--- src/rtl/pc_unit_irq.sv ---
// Fetch program counter with four jump modes plus a prioritised, vectored, nesting interrupt controller.
// Latency: one cycle from retiring inputs to pc_new. No backpressure: every retire and take completes in its cycle.
module pc_unit_irq #(
    parameter int XLEN         = 16,
    parameter int IRQ_CHANNELS = 4,
    parameter int STACK_DEPTH  = 4,
    parameter int RESET_VECTOR = 0,
    parameter int ILEN         = 4,
    parameter int VEC_STRIDE   = 4,
    localparam int LW          = $clog2(IRQ_CHANNELS + 1)
) (
    input  logic                    clk,
    input  logic                    reset,
    input  logic                    pcflag,
    input  logic [1:0]              jump,
    input  logic [XLEN-1:0]         imm,
    input  logic [IRQ_CHANNELS-1:0] irq_req,
    input  logic                    irq_en,
    input  logic [XLEN-1:0]         vec_base,
    output logic [XLEN-1:0]         pc_new,
    output logic                    pc_misaligned,
    output logic [IRQ_CHANNELS-1:0] irq_ack,
    output logic                    irq_active,
    output logic [LW-1:0]           irq_level,
    output logic                    stack_full,
    output logic                    mret_underflow
);

    localparam int SPW = $clog2(STACK_DEPTH + 1);

    logic [XLEN-1:0]         pc_q, pc_d;
    logic [LW-1:0]           level_q, level_d;
    logic [SPW-1:0]          sp_q, sp_d;
    logic [XLEN-1:0]         ret_q [STACK_DEPTH];
    logic [XLEN-1:0]         ret_d [STACK_DEPTH];
    logic [LW-1:0]           lvl_q [STACK_DEPTH];
    logic [LW-1:0]           lvl_d [STACK_DEPTH];
    logic [IRQ_CHANNELS-1:0] irq_ack_q, irq_ack_d;
    logic                    mret_underflow_q, mret_underflow_d;

    logic [XLEN-1:0] next_seq;
    logic [XLEN-1:0] top_ret;
    logic [LW-1:0]   top_lvl;
    logic [LW-1:0]   win;
    logic            found;
    logic            mret;
    logic            full;
    logic            empty;
    logic            take;

    always_comb begin
        next_seq = pc_q;
        if (pcflag) begin
            case (jump)
                2'b00:   next_seq = pc_q + imm;
                2'b01:   next_seq = imm;
                default: next_seq = pc_q + XLEN'(ILEN);
            endcase
        end
        mret = pcflag && (jump == 2'b11);

        // Scan downwards so the lowest requesting index is left as the winner.
        found = 1'b0;
        win   = '0;
        for (int i = IRQ_CHANNELS - 1; i >= 0; i--) begin
            if (irq_req[i]) begin
                found = 1'b1;
                win   = LW'(i);
            end
        end

        full  = (sp_q == SPW'(STACK_DEPTH));
        empty = (sp_q == '0);
        take  = irq_en && found && (win < level_q) && !full && !mret;

        top_ret = pc_q;
        top_lvl = level_q;
        for (int i = 0; i < STACK_DEPTH; i++) begin
            if (sp_q == SPW'(i + 1)) begin
                top_ret = ret_q[i];
                top_lvl = lvl_q[i];
            end
        end

        pc_d             = next_seq;
        level_d          = level_q;
        sp_d             = sp_q;
        ret_d            = ret_q;
        lvl_d            = lvl_q;
        irq_ack_d        = '0;
        mret_underflow_d = 1'b0;

        // MRET beats a same-cycle interrupt; the request is re-judged against the restored level.
        if (mret) begin
            if (!empty) begin
                pc_d    = top_ret;
                level_d = top_lvl;
                sp_d    = sp_q - SPW'(1);
            end else begin
                pc_d             = pc_q + XLEN'(ILEN);
                mret_underflow_d = 1'b1;
            end
        end else if (take) begin
            pc_d      = vec_base + XLEN'(win) * XLEN'(VEC_STRIDE);
            level_d   = win;
            sp_d      = sp_q + SPW'(1);
            irq_ack_d = IRQ_CHANNELS'(1) << win;
            for (int i = 0; i < STACK_DEPTH; i++) begin
                if (sp_q == SPW'(i)) begin
                    ret_d[i] = next_seq;
                    lvl_d[i] = level_q;
                end
            end
        end
    end

    always_ff @(posedge clk) begin
        if (!reset) begin
            pc_q             <= XLEN'(RESET_VECTOR);
            level_q          <= LW'(IRQ_CHANNELS);
            sp_q             <= '0;
            irq_ack_q        <= '0;
            mret_underflow_q <= 1'b0;
            for (int i = 0; i < STACK_DEPTH; i++) begin
                ret_q[i] <= '0;
                lvl_q[i] <= '0;
            end
        end else begin
            pc_q             <= pc_d;
            level_q          <= level_d;
            sp_q             <= sp_d;
            irq_ack_q        <= irq_ack_d;
            mret_underflow_q <= mret_underflow_d;
            for (int i = 0; i < STACK_DEPTH; i++) begin
                ret_q[i] <= ret_d[i];
                lvl_q[i] <= lvl_d[i];
            end
        end
    end

    assign pc_new         = pc_q;
    assign pc_misaligned  = |pc_q[1:0];
    assign irq_ack        = irq_ack_q;
    assign irq_active     = (sp_q != '0);
    assign irq_level      = level_q;
    assign stack_full     = (sp_q == SPW'(STACK_DEPTH));
    assign mret_underflow = mret_underflow_q;

endmodule

--- config.mk ---
export PLATFORM = sky130hd
export DESIGN_NAME = pc_unit_irq
export DESIGN_NICKNAME = d
export VERILOG_FILES = /design/src/rtl/pc_unit_irq.sv
export SDC_FILE = /design/constraint.sdc
export NUM_CORES = 1
export LEC_CHECK = 0
export ABC_AREA = 1
export ABC_CLOCK_PERIOD_IN_PS = 5850
export CORE_MARGIN = 2
export CORE_UTILIZATION = 30
export CTS_CLUSTER_SIZE = 40
export DETAILED_ROUTE_END_ITERATION = 10
export PLACE_DENSITY = 0.49
export SYNTH_ARGS = -nofsm -noshare
export SYNTH_HDL_FRONTEND = slang
export SYNTH_SLANG_ARGS = --single-unit
export TNS_END_PERCENT = 30
--- constraint.sdc ---
create_clock -name clk -period 5.85 [get_ports clk]
set_input_delay 1.4625 -clock clk [delete_from_list [all_inputs] [get_ports clk]]
set_output_delay 1.4625 -clock clk [all_outputs]
set_load 0.02 [all_outputs]
==> flow_summary.ini <==
[yosys]
synth_area_um2 = 6660
yosysMostFrequentCell = nand2_1
postSynthAreaPerCell_um2 = 6.48
synth_area_leaders = dfxtp_1 (31%), nand2_1 (14%), a21oi_1 (10%), o21ai_0 (9.2%), inv_1 (6.4%)
async_flop_share = 0
synth_top_cell_by_area = dfxtp_1
synthTopCellsByCount = nand2_1 (242), a21oi_1 (139), o21ai_0 (122)
ys_seq_area_frac = 0.309
syn_nets = 1097
synth-edff-count = 0
ys_ff_latch = 103
ys.flop_type = dfxtp_1
ys_warn_count = 0
synth_cell_types = 46
synthCells = 1028
synth.top_cell.area_share = 0.309

[routing]
routed_wirelength_mm = 22.2
vias = 6743
firstDrtPassIters = 5
wl_per_cell_um = 16.5
ant_nets = 0
drt_iter0_drc = 474
drc_errors = 0
via_per_inst = 5.01

[sta]
setup_violations = 0
hold_viol = 0
fin_crit_sh = 0.723
tightest_slew_ps = 993
fmax_mhz = 236
maxSlewHeadroom = 0.337
fin_skew_ps = 10.7
finalCriticalPeriod_ps = 4230
fin_setup_tns_ps = 0
rsz0062_at_grt = no
drv_slew = 0

[clocking]
cts_tree = yes
numCtsBuffers = 9
cts-root-buf = clkbuf_16
cts_resized = 0
worstSkewPairLatency_ps = 360
ctsLongestPathBuffers = 2
cts_max_level = 3
clock-sinks = 103
hold_buffers = 0
path_clk_slew_ps = 80
post-cts-setup-buffer-count = 0

[worst_setup_path]
r2r_start = sp_q[2]$_SDFFE_PN0P_
cp_data_required_time_ps = 6100
critPathCaptureType = flop
slowest_stage = clkdlybuf4s50_1
path_delay_family = buffers and inverters
startpoint = pcflag
crit_fanout = 33
arrival_ps = 4480
cp_common_cell = nand3_2
worst_path_largest_cell_delay_ps = 830
path_cells = clkdlybuf4s50_1 > nand3_2 > nand3_1 > a21oi_2 > nand3_2 > buf_4 > nor2_8 > inv_1 > o21ai_0 > a21oi_1
criticalPathCategory = in2reg
start_kind = input port
cp_num_buf_inv = 3

[die]
initial_core_util = 0.305
ioPinCount = 69
die_area_um2 = 23400
rows = 54
design.core.area_um2 = 21800
die_h_um = 153
die_w_um = 153

[global_routing]
grt-ovfl-total = 0
grt_usage = 0.190
grt_pass1_vias = 6365
antenna_found_initial = 0
grt_pass1_wl_mm = 35.7
grt_max_degree = 74

[run]
max-cap-violations = 0

[place]
dp_hpwl_mm = 16.6
gp_congestion = 0.827
portBuffers = 68

[finish]
multiInputGateArea_um2 = 3880
synthToLayoutAreaGrowth_pct = 16.6
layout.nets = 1131
final_util = 0.356
n_antenna_cell = 0
fillCellCount = 2404
drive_gt1_frac = 0.0440
regArea_um2 = 2060

[power]
power_density_nw_per_um2 = 299
vdd_drop_max_uv = 152
power.leakage_nw = 3.48

[outcome]
status = completed

[hold_path]
hp-start = ret_q[4]$_SDFFE_PN0P_
hold_class = reg2reg
## flip-flops by register name, indices dropped and copies added, names as in the netlist
name,flops
irq_ack,4
irq_level,3
lvl_q,12
mret_underflow,1
pc_new,16
ret_q,64
sp_q,3
## area by class of cell
| type | instances | share of cell area |
|---|---|---|
| Clock buffer | 9 | 0.0290 |
| Multi-Input combinational cell | 757 | 0.500 |
| Timing Repair Buffer | 72 | 0.0908 |
| Sequential cell | 103 | 0.265 |
| Clock inverter | 7 | 0.0119 |
| Tap cell | 280 | 0.0451 |
| Inverter | 119 | 0.0578 |
## cell usage in the layout (no fill, tap or decap), types with 8 or more instances in the layout
cell,netlist,layout
nand3_1,73,73
o21ai_0,122,122
nor2_1,55,55
clkbuf_16,0,9
o211ai_1,8,8
dfxtp_1,103,103
inv_1,113,113
nand2_1,242,242
xor2_1,16,16
clkdlybuf4s50_1,0,67
a21oi_1,139,139
ha_1,25,25
## report_power, final
part / switching, mW / internal [mW]
Clock: 0.301 / 0.343
Sequential: 0.0703 / 0.781
Combinational: 0.552 / 0.279
## path summary, 6_finish.rpt
check	to	slack [ps]	cells past startpoint
setup / recovery	ret_q[20]$_SDFFE_PN0P_	1620	10
hold / removal	ret_q[4]$_SDFFE_PN0P_	450	2
setup reg to reg	ret_q[4]$_SDFFE_PN0P_	2600	7
hold reg to reg	ret_q[4]$_SDFFE_PN0P_	450	2
## worst reg2reg max path, cell delays in order, from the launching register on
cell and delay (ps):
dfxtp_1 410, inv_2 350, ha_1 560, inv_1 590, nor2_4 710, inv_1 250
o21ai_0 210, a21oi_1 50
## layer usage
| layer | GRT usage | routed length [um] | vias up |
|---|---|---|---|
| met1 | 0.267 | 10800 | 3095 |
| met3 | 0.0227 | 783 | 22 |
| met5 | 0 | 0 | - |
| li1 | - | - | 3486 |
| met2 | 0.310 | 10400 | 140 |
| met4 | 0.0450 | 288 | 0 |
## logic make-up (layout without fill, tap and decap cells)
logic type,Yosys count,in the layout,synth area share
compound gates,303,303,0.241
xor+xnor,17,17,0.0223
fa+ha+maj,27,27,0.0530
buf+inv,168,207,0.107
flops,103,103,0.309
simple gates,410,410,0.266
## metrics by stage
| step | setup slack (ps) | instances | hold slack [ps] | power (mW) | area, um2 |
|---|---|---|---|---|---|
| final | 1620 | 1347 | 451 | 2.33 | 7770 |
| after detailed placement | 1240 | 1331 | 442 | 1.70 | 7450 |
| after floorplan | 2530 | 1028 | 425 | 1.41 | 6660 |
| after global routing | 1300 | 1347 | 488 | 2.48 | 7770 |
| after global placement | 1340 | 1331 | 441 | 1.70 | 7450 |
| after CTS | 1620 | 1347 | 452 | 2.34 | 7770 |
Power figures use the tool's default switching activity.
